===== src/rtl/exec_unit_mc.sv =====
// exec_unit_mc: RV32I-style execute stage with iterative M-extension multiply/divide.
// Valid/ready handshake on both sides; ALU ops take 1 cycle, mul/div take XLEN+2.
module exec_unit_mc #(
    parameter int XLEN     = 32,
    parameter int ENABLE_M = 1
) (
    input  logic            clk,
    input  logic            rst,
    input  logic            in_valid,
    output logic            in_ready,
    input  logic [XLEN-1:0] in1,
    input  logic [XLEN-1:0] in2,
    input  logic [XLEN-1:0] imm,
    input  logic            alusrc,
    input  logic [1:0]      aluop,
    input  logic [9:0]      funct,
    output logic            out_valid,
    input  logic            out_ready,
    output logic [XLEN-1:0] aluout,
    output logic            zero,
    output logic            busy,
    output logic [1:0]      dbg_state
);
    localparam int SW = $clog2(XLEN);
    localparam logic [1:0] S_IDLE = 2'd0;
    localparam logic [1:0] S_MUL  = 2'd1;
    localparam logic [1:0] S_DIV  = 2'd2;
    localparam logic [1:0] S_DONE = 2'd3;
    localparam logic [SW-1:0]   LAST     = SW'(XLEN - 1);
    localparam logic [XLEN-1:0] MOST_NEG = {1'b1, {(XLEN-1){1'b0}}};

    // Handshake: an op transfers on a rising edge where in_valid && in_ready; a result
    // transfers on a rising edge where out_valid && out_ready, and is held until then.
    logic [1:0]      r_state;
    logic [SW-1:0]   r_cnt;
    logic [XLEN-1:0] r_hi, r_lo, r_opnd;
    logic [2:0]      r_fn3;
    logic            r_neg_q, r_neg_r;
    logic            r_out_valid, r_zero;
    logic [XLEN-1:0] r_aluout;

    logic [XLEN-1:0]        w_b, w_res, w_div_special, w_amag, w_bmag, w_quo, w_rem, w_mc_res;
    logic signed [XLEN-1:0] w_sra;
    logic [2:0]             w_f3;
    logic [6:0]             w_f7;
    logic [SW-1:0]          w_shamt;
    logic                   w_accept, w_is_m, w_iter, w_zf;
    logic                   w_div_zero, w_div_ovf, w_a_signed, w_b_signed, w_sa, w_sb;
    logic [XLEN:0]          w_msum, w_dshift, w_ddiff;
    logic                   w_dge;
    logic [2*XLEN-1:0]      w_prod, w_prod_s;

    assign w_b        = alusrc ? imm : in2;
    assign w_f3       = funct[2:0];
    assign w_f7       = funct[9:3];
    assign w_shamt    = w_b[SW-1:0];
    assign w_sra      = $signed(in1) >>> w_shamt;
    assign in_ready   = (r_state == S_IDLE) && (!r_out_valid || out_ready);
    assign w_accept   = in_valid && in_ready;
    assign w_is_m     = (aluop == 2'd2) && (w_f7 == 7'b0000001);
    assign w_div_zero = (w_b == '0);
    assign w_div_ovf  = !w_f3[0] && (in1 == MOST_NEG) && (w_b == '1);
    assign w_iter     = w_is_m && (ENABLE_M != 0) && !(w_f3[2] && (w_div_zero || w_div_ovf));

    // Division corner cases resolve immediately instead of iterating.
    assign w_div_special = w_div_zero ? (w_f3[1] ? in1 : '1) : (w_f3[1] ? '0 : in1);

    // Signedness per op: mulh/mulhsu/div/rem treat rs1 as signed; mulh/div/rem also rs2.
    assign w_a_signed = (w_f3 == 3'd1) || (w_f3 == 3'd2) || (w_f3 == 3'd4) || (w_f3 == 3'd6);
    assign w_b_signed = (w_f3 == 3'd1) || (w_f3 == 3'd4) || (w_f3 == 3'd6);
    assign w_sa       = w_a_signed && in1[XLEN-1];
    assign w_sb       = w_b_signed && w_b[XLEN-1];
    assign w_amag     = w_sa ? -in1 : in1;
    assign w_bmag     = w_sb ? -w_b : w_b;

    always_comb begin
        w_res = '0;
        w_zf  = 1'b0;
        case (aluop)
            2'd0: w_res = in1 + w_b;
            2'd1: begin
                w_res = in1 - w_b;
                case (w_f3)
                    3'd0:    w_zf = (in1 == w_b);
                    3'd1:    w_zf = (in1 != w_b);
                    3'd4:    w_zf = ($signed(in1) < $signed(w_b));
                    3'd5:    w_zf = ($signed(in1) >= $signed(w_b));
                    3'd6:    w_zf = (in1 < w_b);
                    3'd7:    w_zf = (in1 >= w_b);
                    default: w_zf = 1'b0;
                endcase
            end
            default: begin
                case (w_f3)
                    3'd0:    w_res = (aluop == 2'd2 && w_f7[5]) ? in1 - w_b : in1 + w_b;
                    3'd1:    w_res = in1 << w_shamt;
                    3'd2:    w_res = {{(XLEN-1){1'b0}}, $signed(in1) < $signed(w_b)};
                    3'd3:    w_res = {{(XLEN-1){1'b0}}, in1 < w_b};
                    3'd4:    w_res = in1 ^ w_b;
                    3'd5:    w_res = w_f7[5] ? w_sra : in1 >> w_shamt;
                    3'd6:    w_res = in1 | w_b;
                    default: w_res = in1 & w_b;
                endcase
                if (w_is_m) w_res = (ENABLE_M != 0) ? w_div_special : '0;
            end
        endcase
        if (aluop != 2'd1) w_zf = (w_res == '0);
    end

    // Multiply: {r_hi,r_lo} holds partial product with multiplier in the low half.
    assign w_msum = {1'b0, r_hi} + (r_lo[0] ? {1'b0, r_opnd} : '0);
    // Divide: r_hi is partial remainder, r_lo shifts dividend out and quotient in.
    assign w_dshift = {r_hi, r_lo[XLEN-1]};
    assign w_dge    = (w_dshift >= {1'b0, r_opnd});
    assign w_ddiff  = w_dshift - {1'b0, r_opnd};

    assign w_prod   = {r_hi, r_lo};
    assign w_prod_s = r_neg_q ? -w_prod : w_prod;
    assign w_quo    = r_neg_q ? -r_lo : r_lo;
    assign w_rem    = r_neg_r ? -r_hi : r_hi;
    assign w_mc_res = r_fn3[2] ? (r_fn3[1] ? w_rem : w_quo)
                               : ((r_fn3 == 3'd0) ? w_prod_s[XLEN-1:0] : w_prod_s[2*XLEN-1:XLEN]);

    always_ff @(posedge clk or posedge rst) begin
        if (rst) begin
            r_state     <= S_IDLE;
            r_cnt       <= '0;
            r_hi        <= '0;
            r_lo        <= '0;
            r_opnd      <= '0;
            r_fn3       <= 3'd0;
            r_neg_q     <= 1'b0;
            r_neg_r     <= 1'b0;
            r_out_valid <= 1'b0;
            r_aluout    <= '0;
            r_zero      <= 1'b0;
        end else begin
            case (r_state)
                S_IDLE: begin
                    if (w_accept) begin
                        r_fn3 <= w_f3;
                        if (w_iter) begin
                            r_state     <= w_f3[2] ? S_DIV : S_MUL;
                            r_cnt       <= '0;
                            r_out_valid <= 1'b0;
                            r_neg_q     <= w_sa ^ w_sb;
                            r_neg_r     <= w_sa;
                            r_hi        <= '0;
                            r_lo        <= w_f3[2] ? w_amag : w_bmag;
                            r_opnd      <= w_f3[2] ? w_bmag : w_amag;
                        end else begin
                            r_out_valid <= 1'b1;
                            r_aluout    <= w_res;
                            r_zero      <= w_zf;
                        end
                    end else if (out_ready) begin
                        r_out_valid <= 1'b0;
                    end
                end
                S_MUL, S_DIV: begin
                    if (r_state == S_MUL) begin
                        {r_hi, r_lo} <= {w_msum, r_lo[XLEN-1:1]};
                    end else begin
                        r_hi <= w_dge ? w_ddiff[XLEN-1:0] : w_dshift[XLEN-1:0];
                        r_lo <= {r_lo[XLEN-2:0], w_dge};
                    end
                    if (r_cnt == LAST) begin
                        r_state <= S_DONE;
                        r_cnt   <= '0;
                    end else begin
                        r_cnt <= r_cnt + SW'(1);
                    end
                end
                default: begin
                    r_aluout    <= w_mc_res;
                    r_zero      <= (w_mc_res == '0);
                    r_out_valid <= 1'b1;
                    r_state     <= S_IDLE;
                end
            endcase
        end
    end

    assign out_valid = r_out_valid;
    assign aluout    = r_aluout;
    assign zero      = r_zero;
    assign busy      = (r_state == S_MUL) || (r_state == S_DIV);
    assign dbg_state = r_state;
endmodule


===== config.mk =====
export PLATFORM = sky130hd
export DESIGN_NAME = exec_unit_mc
export DESIGN_NICKNAME = d
export VERILOG_FILES = /design/src/rtl/exec_unit_mc.sv
export SDC_FILE = /design/constraint.sdc
export NUM_CORES = 2
export LEC_CHECK = 0
export CORE_UTILIZATION = 63
export CTS_CLUSTER_SIZE = 28
export DETAILED_ROUTE_END_ITERATION = 16
export MAX_ROUTING_LAYER = met4
export PLACE_DENSITY = 0.84
export SYNTH_ARGS = -nofsm -noshare
export SYNTH_HDL_FRONTEND = slang
export SYNTH_SLANG_ARGS = --single-unit

===== constraint.sdc =====
create_clock -name clk -period 5.7 [get_ports clk]
set_clock_uncertainty 0.05 [all_clocks]
set_input_delay 1.14 -clock clk [delete_from_list [all_inputs] [get_ports clk]]
set_output_delay 1.14 -clock clk [all_outputs]
set_load 0.005 [all_outputs]

==> results by group, run 1 <==
Status
  – Outcome: stopped before the end
  – Fail Step: global routing (5_1_grt)
  – Tool error message: [ERROR GRT-0116] Global routing finished with congestion. Check the congestion regions in the DRC Viewer.

Synthesis
  – Combined area of all synthesized cells: ~0.026 mm²
  – Yosys warning total: 0
  – Post-synthesis sequential area ratio: 0.135
  – Most used DFF post-synth: dfrtp_1
  – Synth area leader: dfrtp_1
  – EDFF count, synth: 0
  – Gate Count Post-Synth: 3692
  – Post-synthesis register bit count: 142
  – Top post-synthesis cells by area: dfrtp_1 (14%), ha_1 (9.0%), a21oi_1 (6.5%), o21ai_0 (6.3%), nand2_1 (5.8%)
  – Unique masters post-synth: 95
  – Post-synth top area share: 0.135
  – Post-Syn Nets: ~4k
  – Async SR Flop Fraction: 1.00
  – Mapped Avg Cell Area: just over 7 µm²

Floorplanning
  – Starting density of the core: 0.641
  – I/O pins: roughly 150
  – Site Rows: 74
  – Chip Height: approximately 210 µm
  – Die W: 206 µm

Clock network
  – # clock sinks: about 140
  – Hold buffers post-CTS: 0
  – # resized after CTS: 0
  – Root Buffer: clkbuf_16
  – CTS Buf Count: 17
  – Postcts setup bufs: 0
  – CTS max path bufs: 2
  – H-tree depth: 4

Place
  – PortBufs: 150
  – Routability congestion estimate: 1.57
  – Post-place instance area: between 0.03 and 0.04 mm²
  – Placed insts: 4453
  – Post-detail-place hpwl: ~96 mm

GRT
  – Number of global-route vias before repair: approximately 35k
  – Largest net degree at the start of global routing: 86
  – First-pass GRT wire length: between 200 and 250 mm
  – Total grt overflow: roughly 150
  – Tot GR Track Use: 0.684
-- synth_stat cells (40+ instances only) --
library cell	number
a211oi_1	62
clkbuf_1	223
a31oi_1	40
ha_1	189
mux4_2	47
a21oi_1	342
nor3_1	70
nand3_1	64
nor2_1	350
inv_1	165
o22ai_1	40
dfrtp_1	142
mux2i_1	144
nand2_1	404
o31ai_1	49
xnor2_1	161
o21ai_0	332
xor2_1	64
buf_1	42
a21o_1	70
-- stage by stage --
| stage | util | setup WS (ns) |
|---|---|---|
| after floorplan | - | 0.000938 |
| after global placement | 0.744 | -0.301 |
| after detailed placement | 0.744 | -0.338 |
| after CTS | 0.758 | 0.123 |
-- logic make-up after synthesis --
kind of cell,after synthesis,share of synthesized area
buffers and inverters,460,0.0681
xor gates and xnor gates,225,0.0751
and+or+nand+nor,1178,0.209
adders and majority gates,213,0.101
DFF,142,0.135
AOI/OAI and AO/OA,1260,0.307
muxes,214,0.105
-- metal layers --
metal / global-route usage / overflow
met4: 0.619 / 53
met5: - / -
met3: 0.501 / 3
met1: 0.684 / 1
met2: 0.851 / 96
==> run 2, diff against run 1 <==
CORE_UTILIZATION = 40   (was 63)
CTS_CLUSTER_SIZE = not set   (was 28)
MAX_ROUTING_LAYER = not set   (was met4)
PLACE_DENSITY = not set   (was 0.84)
PLACE_DENSITY_LB_ADDON = 0.15   (was not set)
==> results by group, run 2 <==
Status
  – Outcome: finished, final reports clean (was stopped before the end)

Min path
  – Hold WC Path Type: reg -> reg

Floorplanning
  – Die area: ~0.067 mm²
  – Core ar.: between 0.06 and 0.07 mm²
  – Starting density of the core: 0.406 (was 0.641)
  – I/O pins: 151 (unchanged)
  – Chip Height: 258 µm (was 206 µm)
  – Site Rows: 93 (was 74)
  – Die W: 258 µm (was 206 µm)

Timing
  – Final setup margin: approximately 0.057 ns
  – RSZ-0062 raised after global routing: false
  – # setup viols final: 0
  – Setup TNS: 0 ns
  – Highest clock rate: ~180 MHz
  – Crit path time final: about 5.6 ns
  – Relative slew slack: 0.198
  – Hold Fails Final Rpt: 0
  – Tcrit/Tclk final: 0.990
  – Max Slew Vio Count: 0
  – Slew @ Worst Pin: around 1.2 ns

Synthesis
  – Top-count cell post-synth: nand2_1 (unchanged)
  – Most used DFF post-synth: dfrtp_1 (unchanged)
  – Post-synthesis register bit count: 142 (unchanged)
  – Top post-synthesis cells by area: dfrtp_1 (14%), ha_1 (9.0%), a21oi_1 (6.5%), o21ai_0 (6.3%), nand2_1 (5.8%) (unchanged)
  – Gate Count Post-Synth: 3692 (unchanged)
  – EDFF count, synth: 0 (unchanged)
  – Post-synthesis sequential area ratio: 0.135 (unchanged)
  – Post-synth top area share: 0.135 (unchanged)
  – Mapped Avg Cell Area: 7.11 µm² (unchanged)
  – Synth top cells by count: nand2_1 (404), nor2_1 (350), a21oi_1 (342), o21ai_0 (332), clkbuf_1 (223) (unchanged)
  – Unique masters post-synth: 95 (unchanged)
  – Combined area of all synthesized cells: 0.0262 mm² (unchanged)
  – Post-Syn Nets: 3998 (unchanged)
  – Yosys warning total: 0 (unchanged)
  – Synth area leader: dfrtp_1 (unchanged)
  – Async SR Flop Fraction: 1.00 (unchanged)

Detailed routing
  – DRC Markers: 0
  – DRT iter0 DRCs: around 3.8k
  – WL/cell: a little under 30 µm
  – Final wirelength: 152 mm
  – First drt pass iteration count: 6
  – Via-to-Cell Ratio: around 6.3
  – Via count: 32.5k
  – ANT nets after route: 0

Finish
  – Final core occ: 0.527
  – Most common cell after layout, fill and taps aside: buf_4
  – P&R area growth vs syn: 29.9%
  – NumNets Final: roughly 4.6k
  – Commonest cells after routing, fill and taps aside: buf_4 (666), nand2_1 (404), nor2_1 (348)
  – Layout cell share with drive strength beyond 1: 0.207

Clock network
  – CTS Buf Count: 17 (unchanged)
  – Clk Latency, worst-skew pair: about 0.46 ns
  – CTS tree: done
  – # clock sinks: 142 (unchanged)
  – Root Buffer: clkbuf_16 (unchanged)
  – H-tree depth: 4 (unchanged)
  – Clk slew on worst S/H paths: approximately 0.070 ns
  – Postcts setup bufs: 0 (unchanged)
  – CTS max path bufs: 2 (unchanged)

GRT
  – Tot GR Track Use: 0.446
  – First-pass GRT wire length: approximately 220 mm
  – Largest net degree at the start of global routing: just over 80
  – Number of global-route vias before repair: just over 30k
  – Total grt overflow: 0
  – Initial antenna violation count: 5

Place
  – Routability congestion estimate: 1.11 (was 1.57)
  – PortBufs: 150 (unchanged)
  – Post-detail-place hpwl: 124 mm (was 95.5 mm)
  – Worst slack after detailed placement: -0.397 ns (was -0.338 ns)

Job
  – Max Cap Violations: 0

Critical path
  – CP Class: in -> reg
  – Worst Path Arrival: between 5 and 6 ns
  – CP required: 6.01 ns
  – Worst Setup Start Kind: primary input
  – Worst setup EP type: register
  – CP max FO: 15

Power and ir drop
  – Power per cell area: about 370 mW/mm²
  – Worst VDD drop: between 0.2 and 0.3 mV
  – Leak: ~15 nW
==> run 2: final timing paths <==
kind | end | cells past startpoint | slack, ns | from
min in group asynchronous | r_opnd[25]$_DFFE_PP0P_ | 2 | 1.22 | rst
max in group asynchronous | aluout[9]$_DFFE_PP0P_ | 3 | 3.48 | rst
min reg2reg | aluout[3]$_DFFE_PP0P_ | 1 | 0.43 | aluout[3]$_DFFE_PP0P_
max reg2reg | zero$_DFFE_PP0P_ | 13 | 0.55 | r_lo[20]$_DFFE_PP0P_
max | zero$_DFFE_PP0P_ | 21 | 0.06 | imm[0]
min | aluout[3]$_DFFE_PP0P_ | 1 | 0.43 | aluout[3]$_DFFE_PP0P_
==> run 2: layer usage <==
layer | up-vias | global-route usage | share of wire
met5 | - | 0 | 0.00026
met4 | 6 | 0.353 | 0.093
met3 | 550 | 0.0864 | 0.087
met2 | 1863 | 0.709 | 0.44
met1 | 15400 | 0.525 | 0.38
li1 | 14700 | - | -
==> run 2: power by group <==
| group | switching [W] | leakage [nW] | internal (W) |
|---|---|---|---|
| Sequential | 0.000648 | 1.82 | 0.00140 |
| Clock | 0.000500 | 0.289 | 0.000696 |
| Combinational | 0.00547 | 12.8 | 0.00382 |
==> run 2: kinds of logic (layout without fill, tap and decap cells) <==
group,count (synthesis),after routing,synth area share
AO/OA/AOI/OAI,1260,1260,0.307
buffers and inverters,460,1043,0.0681
other,0,2,0
flip-flops,142,142,0.135
adder cells (fa/ha/maj),213,213,0.101
AND/OR/NAND/NOR,1178,1178,0.209
multiplexers,214,214,0.105
XOR/XNOR,225,225,0.0751
==> run 2: area by class of cell <==
class	count	area [µm²]
Antenna cell	2	5.00
Sequential cell	142	3550
Timing Repair Buffer	838	6950
Multi-Input combinational cell	3090	21300
Tap cell	855	1070
Fill cell	6514	30600
Inverter	174	659
Clock inverter	13	175
Clock buffer	18	429
==> run 2: through the flow <==
stage | instances | power [W] | hold WS [ns] | area [µm²]
after floorplan | 3692 | 0.00736 | 0.400 | 26600
after global placement | 5099 | 0.0110 | 0.412 | 33400
after detailed placement | 5099 | 0.0111 | 0.415 | 33400
after CTS | 5130 | 0.0123 | 0.430 | 34000
after global routing | 5131 | 0.0133 | 0.453 | 34100
final | 5132 | 0.0125 | 0.428 | 34100
==> run 2: worst max-delay path, cell delays in order <==
cell	delay, ns
clkdlybuf4s50_1	0.52
mux2i_4	0.09
buf_4	0.22
ha_1	0.23
buf_4	0.15
nor4b_1	0.13
a2bb2oi_1	0.36
or4_4	0.22
buf_4	0.11
nor3_2	0.04
buf_4	0.19
nand2_1	0.09
buf_4	0.17
a21boi_0	0.10
nor3_1	0.58
nand4_1	0.28
or4_1	0.47
nor3_1	0.29
nand4_1	0.14
o211a_1	0.26
a221oi_2	0.17
==> run 2: repair_timing <==
action / in CTS / in global routing
setup endpoints to repair: 0 / 1
resized for setup: 0 / 14
hold buffers: 0 / 0
Note: power is estimated with default switching activity, not from simulation.
